[src/rtl/duck_hunt_pkg.sv]
// Shared duck hunt definitions: screen geometry, palette, shot detector
// states, read-tag layout and framebuffer address helper.
package duck_hunt_pkg;

  localparam int unsigned SCREEN_W = 160;
  localparam int unsigned SCREEN_H = 120;

  localparam logic [2:0] BLACK  = 3'b000;
  localparam logic [2:0] BIRD   = 3'b111;
  localparam logic [2:0] HUNTER = 3'b001;

  typedef enum logic [1:0] {
    S_IDLE,
    S_ISSUE,
    S_DRAIN,
    S_DONE
  } shot_state_t;

  typedef struct packed {
    logic       valid;
    logic [7:0] x;
    logic [6:0] y;
  } rd_tag_t;

  function automatic logic [14:0] fb_addr(input logic [7:0] x, input logic [6:0] y,
                                          input int unsigned w);
    return 15'((32'(y) * w) + 32'(x));
  endfunction

endpackage

[src/rtl/shot_detector_if.sv]
// Shot detector bus: trigger request/result plus framebuffer read port.
interface shot_detector_if;
  logic        shot_req;
  logic [7:0]  shot_x;
  logic [6:0]  shot_y;
  logic        ready;
  logic        rd_en;
  logic [14:0] rd_addr;
  logic [2:0]  rd_data;
  logic        done;
  logic        hit;
  logic [5:0]  hit_count;
  logic [7:0]  hit_x;
  logic [6:0]  hit_y;

  modport slave (
    input  shot_req, shot_x, shot_y, rd_data,
    output ready, rd_en, rd_addr, done, hit, hit_count, hit_x, hit_y
  );

  modport master (
    output shot_req, shot_x, shot_y, rd_data,
    input  ready, rd_en, rd_addr, done, hit, hit_count, hit_x, hit_y
  );
endinterface

[src/rtl/shot_detector_rd_tag_pipe.sv]
// Delay line carrying {valid, x, y} alongside each framebuffer read so the
// returning pixel can be matched to the position that requested it.
module rd_tag_pipe
  import duck_hunt_pkg::*;
#(
  parameter int unsigned DEPTH = 1
) (
  input  logic    clock,
  input  logic    reset,
  input  rd_tag_t i_tag,
  output rd_tag_t o_tag
);

  rd_tag_t r_stage [DEPTH];

  always_ff @(posedge clock or posedge reset) begin
    if (reset) begin
      for (int unsigned i = 0; i < DEPTH; i++) r_stage[i] <= '0;
    end else begin
      r_stage[0] <= i_tag;
      for (int unsigned i = 1; i < DEPTH; i++) r_stage[i] <= r_stage[i-1];
    end
  end

  assign o_tag = r_stage[DEPTH-1];

endmodule

[src/rtl/shot_detector.sv]
// Reads the square window around the crosshair from the framebuffer and
// reports whether, how often and where the bird colour appears.
module shot_detector
  import duck_hunt_pkg::*;
#(
  parameter int unsigned SCREEN_W    = duck_hunt_pkg::SCREEN_W,
  parameter int unsigned SCREEN_H    = duck_hunt_pkg::SCREEN_H,
  parameter int unsigned RADIUS      = 1,
  parameter int unsigned RD_LATENCY  = 1,
  parameter logic [2:0]  BIRD_COLOUR = 3'b111
) (
  input logic            clock,
  input logic            reset,
  shot_detector_if.slave sif
);

  localparam int unsigned      SIDE  = 2 * RADIUS + 1;
  localparam logic [5:0]       N_POS = 6'(SIDE * SIDE);
  localparam logic [5:0]       LAT   = 6'(RD_LATENCY);
  localparam logic signed [3:0] R_POS = 4'(RADIUS);
  localparam logic signed [3:0] R_NEG = -R_POS;

  shot_state_t        r_state;
  logic [7:0]         r_x;
  logic [6:0]         r_y;
  logic signed [3:0]  r_dx, r_dy;
  logic [5:0]         r_cnt;
  logic               r_rd_en;
  logic [14:0]        r_rd_addr;
  logic               r_done;
  logic               r_hit;
  logic [5:0]         r_hit_count;
  logic [7:0]         r_hit_x;
  logic [6:0]         r_hit_y;

  logic               w_ready, w_accept, w_issue, w_on, w_match;
  logic [7:0]         w_base_x;
  logic [6:0]         w_base_y;
  logic signed [3:0]  w_dx, w_dy, w_ndx, w_ndy;
  logic signed [8:0]  w_px;
  logic signed [7:0]  w_py;
  rd_tag_t            w_tag_in, w_tag_out;

  assign w_ready  = (r_state == S_IDLE) || (r_state == S_DONE);
  assign w_accept = w_ready && sif.shot_req;
  assign w_issue  = w_accept || ((r_state == S_ISSUE) && (r_cnt < N_POS));

  // Slot 0 is issued straight from the request inputs on the accepting edge,
  // so slot k's read strobe is registered on edge E0+k.
  always_comb begin
    w_base_x = w_accept ? sif.shot_x : r_x;
    w_base_y = w_accept ? sif.shot_y : r_y;
    w_dx     = w_accept ? R_NEG : r_dx;
    w_dy     = w_accept ? R_NEG : r_dy;
    w_px     = $signed({1'b0, w_base_x}) + 9'(w_dx);
    w_py     = $signed({1'b0, w_base_y}) + 8'(w_dy);
    w_on     = !w_px[8] && (32'(w_px[7:0]) < SCREEN_W) &&
               !w_py[7] && (32'(w_py[6:0]) < SCREEN_H);
    if (w_dx == R_POS) begin
      w_ndx = R_NEG;
      w_ndy = w_dy + 4'sd1;
    end else begin
      w_ndx = w_dx + 4'sd1;
      w_ndy = w_dy;
    end
    w_tag_in = '{valid: w_issue && w_on, x: w_px[7:0], y: w_py[6:0]};
  end

  rd_tag_pipe #(.DEPTH(RD_LATENCY)) u_tag_pipe (
    .clock (clock),
    .reset (reset),
    .i_tag (w_tag_in),
    .o_tag (w_tag_out)
  );

  assign w_match = w_tag_out.valid && (sif.rd_data == BIRD_COLOUR);

  always_ff @(posedge clock or posedge reset) begin
    if (reset) begin
      r_state     <= S_IDLE;
      r_x         <= '0;
      r_y         <= '0;
      r_dx        <= '0;
      r_dy        <= '0;
      r_cnt       <= '0;
      r_rd_en     <= 1'b0;
      r_rd_addr   <= '0;
      r_done      <= 1'b0;
      r_hit       <= 1'b0;
      r_hit_count <= '0;
      r_hit_x     <= '0;
      r_hit_y     <= '0;
    end else begin
      r_done  <= 1'b0;
      r_rd_en <= w_tag_in.valid;
      if (w_tag_in.valid) r_rd_addr <= fb_addr(w_tag_in.x, w_tag_in.y, SCREEN_W);

      if (w_accept) begin
        r_state     <= S_ISSUE;
        r_x         <= sif.shot_x;
        r_y         <= sif.shot_y;
        r_dx        <= w_ndx;
        r_dy        <= w_ndy;
        r_cnt       <= 6'd1;
        r_hit       <= 1'b0;
        r_hit_count <= '0;
        r_hit_x     <= '0;
        r_hit_y     <= '0;
      end else begin
        case (r_state)
          S_ISSUE: begin
            if (r_cnt < N_POS) begin
              r_dx  <= w_ndx;
              r_dy  <= w_ndy;
              r_cnt <= r_cnt + 6'd1;
            end else begin
              r_state <= S_DRAIN;
              r_cnt   <= 6'd1;
            end
          end
          S_DRAIN: begin
            if (r_cnt == LAT) begin
              r_state <= S_DONE;
              r_done  <= 1'b1;
            end else begin
              r_cnt <= r_cnt + 6'd1;
            end
          end
          S_DONE:  r_state <= S_IDLE;
          default: ;
        endcase

        if (w_match) begin
          if (r_hit_count != '1) r_hit_count <= r_hit_count + 6'd1;
          if (!r_hit) begin
            r_hit   <= 1'b1;
            r_hit_x <= w_tag_out.x;
            r_hit_y <= w_tag_out.y;
          end
        end
      end
    end
  end

  assign sif.ready     = w_ready;
  assign sif.rd_en     = r_rd_en;
  assign sif.rd_addr   = r_rd_addr;
  assign sif.done      = r_done;
  assign sif.hit       = r_hit;
  assign sif.hit_count = r_hit_count;
  assign sif.hit_x     = r_hit_x;
  assign sif.hit_y     = r_hit_y;

endmodule
[src/flat_wrapper.sv]
// flat-port wrapper written by rule: the top's interface ports become plain ports
module shot_detector_flat import duck_hunt_pkg::*;
#(
  parameter int unsigned SCREEN_W    = duck_hunt_pkg::SCREEN_W,
  parameter int unsigned SCREEN_H    = duck_hunt_pkg::SCREEN_H,
  parameter int unsigned RADIUS      = 1,
  parameter int unsigned RD_LATENCY  = 1,
  parameter logic [2:0]  BIRD_COLOUR = 3'b111
)
  (clock, reset, sif_shot_req, sif_shot_x, sif_shot_y, sif_rd_data, sif_ready, sif_rd_en, sif_rd_addr, sif_done, sif_hit, sif_hit_count, sif_hit_x, sif_hit_y);
  shot_detector_if sif_i ();
  input logic clock;
  input logic reset;
  input wire logic [$bits(sif_i.shot_req)-1:0] sif_shot_req;
  input wire logic [$bits(sif_i.shot_x)-1:0] sif_shot_x;
  input wire logic [$bits(sif_i.shot_y)-1:0] sif_shot_y;
  input wire logic [$bits(sif_i.rd_data)-1:0] sif_rd_data;
  output wire logic [$bits(sif_i.ready)-1:0] sif_ready;
  output wire logic [$bits(sif_i.rd_en)-1:0] sif_rd_en;
  output wire logic [$bits(sif_i.rd_addr)-1:0] sif_rd_addr;
  output wire logic [$bits(sif_i.done)-1:0] sif_done;
  output wire logic [$bits(sif_i.hit)-1:0] sif_hit;
  output wire logic [$bits(sif_i.hit_count)-1:0] sif_hit_count;
  output wire logic [$bits(sif_i.hit_x)-1:0] sif_hit_x;
  output wire logic [$bits(sif_i.hit_y)-1:0] sif_hit_y;
  assign sif_i.shot_req = sif_shot_req;
  assign sif_i.shot_x = sif_shot_x;
  assign sif_i.shot_y = sif_shot_y;
  assign sif_i.rd_data = sif_rd_data;
  assign sif_ready = sif_i.ready;
  assign sif_rd_en = sif_i.rd_en;
  assign sif_rd_addr = sif_i.rd_addr;
  assign sif_done = sif_i.done;
  assign sif_hit = sif_i.hit;
  assign sif_hit_count = sif_i.hit_count;
  assign sif_hit_x = sif_i.hit_x;
  assign sif_hit_y = sif_i.hit_y;
  shot_detector #(.SCREEN_W(SCREEN_W), .SCREEN_H(SCREEN_H), .RADIUS(RADIUS), .RD_LATENCY(RD_LATENCY), .BIRD_COLOUR(BIRD_COLOUR)) u_core (.clock(clock), .reset(reset), .sif(sif_i));
endmodule
[config.mk]
export PLATFORM = sky130hd
export DESIGN_NAME = shot_detector_flat
export DESIGN_NICKNAME = d
export VERILOG_FILES = /design/src/rtl/duck_hunt_pkg.sv /design/src/rtl/shot_detector_if.sv /design/src/rtl/shot_detector_rd_tag_pipe.sv /design/src/rtl/shot_detector.sv /design/src/flat_wrapper.sv
export SDC_FILE = /design/constraint.sdc
export NUM_CORES = 1
export LEC_CHECK = 0
export ABC_AREA = 1
export CAP_MARGIN = 20
export CORE_ASPECT_RATIO = 1.25
export CORE_MARGIN = 5
export CORE_UTILIZATION = 30
export CTS_CLUSTER_DIAMETER = 200
export DETAILED_ROUTE_END_ITERATION = 16
export SYNTH_ARGS = -nofsm -noshare
export SYNTH_HDL_FRONTEND = slang
export SYNTH_HIERARCHICAL = 1
export SYNTH_SLANG_ARGS = --single-unit
[constraint.sdc]
create_clock -name clock -period 3.7 [get_ports clock]
set_input_delay 1.11 -clock clock [delete_from_list [all_inputs] [get_ports clock]]
set_output_delay 1.11 -clock clock [all_outputs]
set_load 0.005 [all_outputs]
==> flow_summary.toml, run 1 <==
[placed_design]
placed_area_sq_um = 6320
dp_hpwl_mm = 9.11
gp_congestion = 0.887
port_buffers = 60

[worst_setup_path]
start_kind = "input port"
worstPathMaxFanout = 7
required_ps = 3930
reg2reg_depth = 22
crit_arrival_ps = 3960
critical_path_class = "input port to flip-flop"
critPathCaptureType = "flip-flop"
r2r_slack_ps = 50

[sta]
tightest_slew_ps = 605
slew_headroom = 0.596
finalSetupViolCount = 1
rsz0062_at_grt = "true"
min_period_ps = 3730
fin_skew_ps = 7.55
setup_ws_ps = -26.1
tns_ps = -26.1
post-route-period-util = 1.01
max_freq_ghz = 0.268
hold_violations = 0
maxSlewViolCount = 0

[grt]
use_met2 = 0.248
grt_pass1_vias = 4369
grt_pass1_wl_mm = 20.1
grt_use_met3 = 0.0239
grt-ovfl-total = 0
gr-usage-met1 = 0.155
track_usage = 0.134
grt_max_degree = 50
antenna_found_initial = 0
grt.busiest_layer = "met2"

[cts]
cts-root-buf = "clkbuf_16"
clkSlewWorstSetupHoldPaths_ps = 70
htreeDepth = 3
cts_tree = "done"
clk_latency_ps = 340
clock-sinks = 86
cts.path.max_buffers = 2
numCtsBuffers = 9

[job]
drv_cap = 0

[synth]
synth.avg_cell_area_sq_um = 8.34
synthDistinctLibCells = 39
syn-num-nets = 632
synth-seq-cells = 86
synth-edff-count = 0
postSynthCellCount = 574
ys_warn_count = 6
synth_seq_area_share = 0.450
syn_area_sq_um = 4790
synth_top_area_cell = "dfrtp_1"
yosys-top-cells-area = "dfrtp_1 (45%), nand2_1 (12%), ha_1 (8.9%)"
async_reset_ff_frac = 1.00
synthFlopType = "dfrtp_1"
synth.top_cell.area_share = 0.450

[floorplanning]
fp.dieH_microns = 151
ios = 61
die_w_microns = 123
initial_utilization = 0.306
core_area_sq_um = 15600
die-area_sq_um = 18600
num_rows = 51

[outcome]
violations = "negative setup slack"
outcome = "complete, but fails checks"

[drt]
via_count = 4250
routed_via_density = 4.46
drt_pass1_iterations = 4
drtIter0Drc = 232
wl_per_cell_microns = 12.9
detail-route-antenna-nets = 0
wl_mm = 12.3
drcViolationCount = 0

[finish]
fin_util = 0.461
final_cell_mix = "nand2_1 (132), buf_4 (94), dfrtp_1 (86)"
finalInstanceArea_sq_um = 7200
antenna_cells = 0
final_layout_size_suffix_gt1_frac = 0.305
mostFrequentLayoutCell = "nand2_1"
layout.nets = 794
area_delta_synth_final_pct = 50.5

[hold_path]
min_path_cells = 2
hp-class = "flip-flop to flip-flop"
Yosys cell counts (4+ instances only):
| master | instances |
|---|---|
| nor3_1 | 5 |
| dfrtp_1 | 86 |
| nand2_1 | 147 |
| nand3_1 | 47 |
| inv_1 | 78 |
| ha_1 | 34 |
| clkbuf_1 | 7 |
| xor2_1 | 18 |
| a21oi_1 | 19 |
| o21ai_0 | 28 |
| nor2_1 | 28 |
| o21ai_2 | 6 |
| a31oi_1 | 4 |
| inv_2 | 4 |
| nand2_2 | 20 |
| nand4_1 | 8 |
| xnor2_1 | 5 |
cells by family after synthesis:
| family | synth area share |
|---|---|
| and+or+nand+nor | 0.246 |
| buffers and inverters | 0.0795 |
| DFF | 0.450 |
| AOI/OAI and AO/OA | 0.0813 |
| adders and majority gates | 0.101 |
| xor gates and xnor gates | 0.0421 |
layout make-up:
type | count | area, sq um
Timing Repair Buffer | 161 | 1440
Fill cell | 1472 | 8430
Timing Repair inverter | 1 | 8.76
Multi-Input combinational cell | 393 | 2700
Clock inverter | 6 | 73.8
Tap cell | 212 | 265
Clock buffer | 10 | 239
Sequential cell | 86 | 2150
Inverter | 84 | 333
through the flow:
stage,setup WS [ps],cells,hold slack [ps]
after floorplan,-303,574,448
after global placement,-879,915,469
after detailed placement,-975,915,465
after CTS,-25.0,943,483
after global routing,-211,953,516
final,-26.1,953,481
state kept, by name (all words and copies together), names as in the netlist:
signal	flops
u_core/sif.rd_addr	15
u_core/sif.hit_x	8
u_core/r_dx	4
u_core/sif.hit_y	7
u_core/sif.rd_en	1
u_core/sif.hit	1
u_core/sif.done	1
u_core/r_y	7
u_core/r_x	8
u_core/r_cnt	6
u_core/sif.hit_count	6
u_core/u_tag_pipe/o_tag	16
u_core/r_dy	4
u_core/r_state	2
per-layer routing:
metal,share of wire,vias up
li1,-,2153
met1,0.41,2028
met2,0.54,60
met3,0.032,9
met4,0.012,0
met5,0,-
critical path, stage by stage:
cell and delay [ps]:
buf_8 110, nand2_8 100, clkinv_8 70, or2_4 250
ha_4 160, nand4_1 130, nand3_2 130, xor2_2 190
inv_1 70, ha_1 280, ha_2 170, inv_2 50
fa_2 430, nand3b_1 170, and2_4 160, nand3_4 90
nand2_4 70, nand2_1 60, nand2_1 40, nand3_1 70
nand2_1 50
repair_timing:
| item | CTS | global route |
|---|---|---|
| resized for setup | 40 | 48 |
| setup buffers | 11 | 10 |
| endpoints found under the setup margin | 17 | 17 |
| pin swaps | 28 | 41 |
| hold buffers | 0 | 0 |
| gates cloned | 1 | 2 |
path summary, 6_finish.rpt:
check	from	end
max in group asynchronous	reset	u_core/r_x[3]
min reg2reg	u_core/sif.rd_addr[13]	u_core/sif.rd_addr[13]
max reg2reg	u_core/r_state[1]	u_core/sif.rd_addr[13]
min in group asynchronous	reset	u_core/sif.rd_addr[10]
max	sif_shot_req	u_core/sif.rd_addr[13]
min	u_core/sif.rd_addr[13]	u_core/sif.rd_addr[13]
Power of run 1 is left out: the tool's default activity adds up to more than one toggle a clock period on the data nets, which glitch-free logic cannot reach.
==> run 2, diff against run 1 <==
==> constraint.sdc (replaced) <==
create_clock -name clock -period 3.7 [get_ports clock]
set_input_delay 0.74 -clock clock [delete_from_list [all_inputs] [get_ports clock]]
set_output_delay 0.74 -clock clock [all_outputs]
set_load 0.005 [all_outputs]
==> run 2 against run 1 <==
Compared with the run above:
- the run now ends clean
- hold slack better by 1.4 ps
- register-to-register slack better by 20 ps
- sequential share of layout area is 1.1 points higher
- utilization is 1.7 points lower
- clock-buffer cell count is 1 lower
- largest cell class unchanged
==> flow_summary.toml, run 2 (synthesis gave the netlist of run 1 again) <==
[outcome]
outcome = "finished clean"

[worst_setup_path]
critPathCaptureType = "flip-flop"
critical_path_class = "flip-flop to flip-flop"
worstPathMaxFanout = 6
required_ps = 3940
crit_start = "u_core/r_state[1]"
reg2reg_depth = 27
start_kind = "flip-flop"
r2r-start = "u_core/r_state[1]"
crit_arrival_ps = 3870

[floorplanning]
ios = 61
die_w_microns = 123
initial_utilization = 0.306
die-area_sq_um = 18600
core_area_sq_um = 15600
fp.dieH_microns = 151
num_rows = 51

[cts]
cts_tree = "done"
cts.path.max_buffers = 2
numCtsBuffers = 9
clkSlewWorstSetupHoldPaths_ps = 70
clk_latency_ps = 340
clock-sinks = 86
htreeDepth = 3
cts-root-buf = "clkbuf_16"

[sta]
slew_headroom = 0.569
max_freq_ghz = 0.276
post-route-period-util = 0.980
maxSlewViolCount = 0
finalSetupViolCount = 0
rsz0062_at_grt = "true"
min_period_ps = 3630
tns_ps = 0
hold_violations = 0
tightest_slew_ps = 646
fin_skew_ps = 9.39

[drt]
drcViolationCount = 0
drtIter0Drc = 171
wl_mm = 12.0
via_count = 4243
routed_via_density = 4.52
drt_pass1_iterations = 4
detail-route-antenna-nets = 0
wl_per_cell_microns = 12.8

[grt]
grt_pass1_vias = 4240
grt-ovfl-total = 0
grt_pass1_wl_mm = 19.6
grt_max_degree = 31
antenna_found_initial = 0
track_usage = 0.131

[finish]
area_delta_synth_final_pct = 45.1
final_cell_mix = "nand2_1 (132), dfrtp_1 (86), buf_4 (81)"
antenna_cells = 0
mostFrequentLayoutCell = "nand2_1"
largest_register_ffs = 16
layout.nets = 779
layout.cells.non_filler = 938
final_layout_size_suffix_gt1_frac = 0.277

[hold_path]
hp-class = "flip-flop to flip-flop"
hold_start = "u_core/u_tag_pipe/o_tag[11]"
min_path_cells = 2

[placed_design]
dp_hpwl_mm = 9.03
dp_cells = 916
gp_congestion = 0.818
port_buffers = 60

[job]
drv_cap = 0
-- run 2: cell count changes in the layout (fill, tap and decap cells not counted), moves of 3 or more --
cell             change
a21oi_2              -3
buf_4               -13
clkdlybuf4s50_1      +5
dlygate4sd2_1        -3
ha_1                 +4
inv_2                +3
nor2_1               +3
-- run 2: final timing paths --
kind / endpoint / slack (ps)
max in group asynchronous: u_core/sif.hit_y[5] / 2060
hold reg to reg: u_core/sif.hit_x[4] / 480
hold / removal: u_core/sif.hit_x[4] / 480
setup / recovery: u_core/sif.rd_addr[14] / 70
setup reg to reg: u_core/sif.rd_addr[14] / 70
min in group asynchronous: u_core/r_x[6] / 880
-- run 2: worst max-delay path, stage by stage (launching register included) --
cell	delay (ps)
dfrtp_1	410
ha_4	330
nand2_8	80
buf_12	160
nand2_4	60
nand2_4	50
ha_4	270
nand4_1	140
buf_4	180
nand2_4	70
nand2_2	50
nand2_2	100
nand2_1	90
nor2_2	110
nor2_1	50
ha_1	320
nand2_1	90
nor2_2	160
a211oi_4	50
or2_4	260
nand2_2	70
nand2_1	50
nand2_1	80
nand2_2	80
nand3_1	70
nand2_1	50
nand2_1	60
nand2_1	50
-- run 2: area by class of cell --
class | instances | area (sq um)
clock buffer | 9 | 225
clock inverter | 7 | 56.3
fill | 1512 | 8690
inverter | 84 | 330
multi-input combinational | 393 | 2610
sequential | 86 | 2150
tap | 212 | 265
timing repair buffer | 147 | 1310
-- run 2: metrics by stage --
step                      hold slack (ps)  utilization  instance area [sq um]  setup WS [ps]
after floorplan                       448            -                   4870           3.36
after global placement                463        0.402                   6280           -493
after detailed placement              466        0.402                   6280           -585
after CTS                             484        0.420                   6570           4.15
after global routing                  502        0.444                   6940           -148
final                                 482        0.444                   6940           74.1
-- run 2: per-layer routing --
metal	share of wire	track usage	routed length, microns
met5	0	0	0
met3	0.032	0.0194	381
met2	0.54	0.234	6440
met1	0.41	0.154	4900
met4	0.023	0.0620	280
-- run 2: what timing repair did --
| item | 4_1_cts | 5_1_grt |
|---|---|---|
| pin swaps | 2 | 34 |
| resized for setup | 3 | 73 |
| hold buffers | 0 | 0 |
| endpoints found under the setup margin | 13 | 13 |
| setup buffers | 1 | 5 |
| cloned | 0 | 1 |
Power of run 2 is left out for the same reason.
==> run 3, diff against run 2 <==
--- a/config.mk
+++ b/config.mk
@@ -9,9 +9,10 @@
 export CAP_MARGIN = 20
 export CORE_ASPECT_RATIO = 1.25
 export CORE_MARGIN = 5
-export CORE_UTILIZATION = 30
+export CORE_UTILIZATION = 45
 export CTS_CLUSTER_DIAMETER = 200
 export DETAILED_ROUTE_END_ITERATION = 16
+export PLACE_DENSITY = 0.7
 export SYNTH_ARGS = -nofsm -noshare
 export SYNTH_HDL_FRONTEND = slang
 export SYNTH_HIERARCHICAL = 1
==> run 3 against run 2 <==
Compared with the run above:
- sequential cell count unchanged
- largest cell class unchanged
- fmax increased by 1.1%
- register-to-register slack improved by 40 ps
- critical endpoint unchanged
- sequential share of layout area increased by 0.28 points
- highest routed layer unchanged
- first-iteration DRC count increased by 20%
==> flow_summary.toml, run 3 (synthesis gave the netlist of run 1 again) <==
[drt]
routed_via_density = 5.05
drt_pass1_iterations = 4
drcViolationCount = 0
wl_mm = 11.9
via_count = 4339
detail-route-antenna-nets = 0
drtIter0Drc = 205
wl_per_cell_microns = 13.9

[placed_design]
gp_congestion = 0.845
port_buffers = 60
dp_hpwl_mm = 8.52

[cts]
cts_tree = "done"
numCtsBuffers = 9
cts-root-buf = "clkbuf_16"
clkSlewWorstSetupHoldPaths_ps = 70
htreeDepth = 3
ctsHoldBuffers = 0
clk_latency_ps = 340
cts.path.max_buffers = 2
clock-sinks = 86

[sta]
max_freq_ghz = 0.279
maxSlewViolCount = 0
tns_ps = 0
finalSetupViolCount = 0
rsz0062_at_grt = "true"
post-route-period-util = 0.969
tightest_slew_ps = 638
hold_violations = 0
slew_headroom = 0.574
fin_skew_ps = 8.13
min_period_ps = 3580

[finish]
area_delta_synth_final_pct = 43.8
final_cell_mix = "nand2_1 (133), dfrtp_1 (86), buf_4 (85)"
n_fill_cell = 851
mostFrequentLayoutCell = "nand2_1"
layout.nets = 781
largest_register_ffs = 16
antenna_cells = 0
register_area_sq_um = 2150
final_layout_size_suffix_gt1_frac = 0.284
multi_input_area_sq_um = 2650

[floorplanning]
initial_utilization = 0.455
ios = 61
fp.dieH_microns = 125
die_w_microns = 102
core_area_sq_um = 10500
die-area_sq_um = 12800
num_rows = 42

[outcome]
outcome = "finished clean"

[grt]
antenna_found_initial = 0
grt_max_degree = 58
grt_pass1_vias = 4465
grt_pass1_wl_mm = 19.5
grt-ovfl-total = 0
track_usage = 0.189

[worst_setup_path]
required_ps = 3940
path_delay_family = "simple AND/OR/NAND/NOR gates"
crit_buf_inv = 5
crit_top_cell = "nand2_1"
slowest_stage = "dlygate4sd2_1"
critPathCaptureType = "flip-flop"
worstPathMaxFanout = 9
critical_path_class = "input port to flip-flop"
cpPeakStageDelay_ps = 310
start_kind = "input port"
crit_arrival_ps = 3820

[hold_path]
hp-class = "flip-flop to flip-flop"

[job]
drv_cap = 0
-- run 3: changes by cell type in the layout (fill, tap and decap cells not counted), moves of 2 or more --
cell | before | now
buf_4 | 81 | 85
ha_4 | 9 | 13
ha_1 | 23 | 20
clkinv_2 | 2 | 0
nand2_4 | 5 | 3
nand3_2 | 6 | 8
-- run 3: layout make-up --
| class | instances | area share |
|---|---|---|
| Timing Repair Buffer | 149 | 0.189 |
| Multi-Input combinational cell | 393 | 0.385 |
| Clock buffer | 10 | 0.0347 |
| Clock inverter | 6 | 0.00745 |
| Inverter | 84 | 0.0473 |
| Sequential cell | 86 | 0.313 |
| Tap cell | 132 | 0.0240 |
-- run 3: routing by layer --
| metal | global-route usage | vias to the layer above | wire, microns |
|---|---|---|---|
| met3 | 0.0368 | 20 | 359 |
| li1 | - | 2128 | - |
| met5 | 0 | - | 0 |
| met4 | 0.0795 | 0 | 263 |
| met1 | 0.219 | 2118 | 4780 |
| met2 | 0.334 | 73 | 6540 |
-- run 3: path summary, 6_finish.rpt --
path	startpoint	end	slack, ps	cells after the start
setup reg to reg	u_core/r_state[1]	u_core/sif.rd_addr[14]	120	27
setup / recovery	sif_shot_req	u_core/sif.rd_addr[14]	120	27
hold reg to reg	u_core/u_tag_pipe/o_tag[10]	u_core/sif.hit_x[3]	480	2
hold / removal	u_core/u_tag_pipe/o_tag[10]	u_core/sif.hit_x[3]	480	2
max in group asynchronous	reset	u_core/r_dx[0]	2380	3
min in group asynchronous	reset	u_core/sif.rd_en	700	2
-- run 3: through the flow --
step	hold slack [ps]	instances	util	cell area [sq um]	worst slack [ps]
finish	480	860	0.655	6880	115
global route	493	860	0.655	6880	-134
CTS	479	850	0.623	6550	84.5
detailed placement	466	833	0.586	6150	-592
global placement	464	833	0.586	6150	-495
floorplan	448	574	-	4870	3.36
-- run 3: tightest hold or removal path, cell delays in order (launching register included) --
cell and delay, ps:
dfrtp_1 320, nand3_1 60, o21ai_0 60
-- run 3: timing repair --
| action | CTS | global route |
|---|---|---|
| endpoints found under the setup margin | 17 | 17 |
| hold endpoints to repair | 0 | 0 |
| setup buffers | 1 | 10 |
| gates resized for setup | 15 | 58 |
| pin swaps | 5 | 34 |
| cloned | 0 | 0 |
Power of run 3 is left out for the same reason.
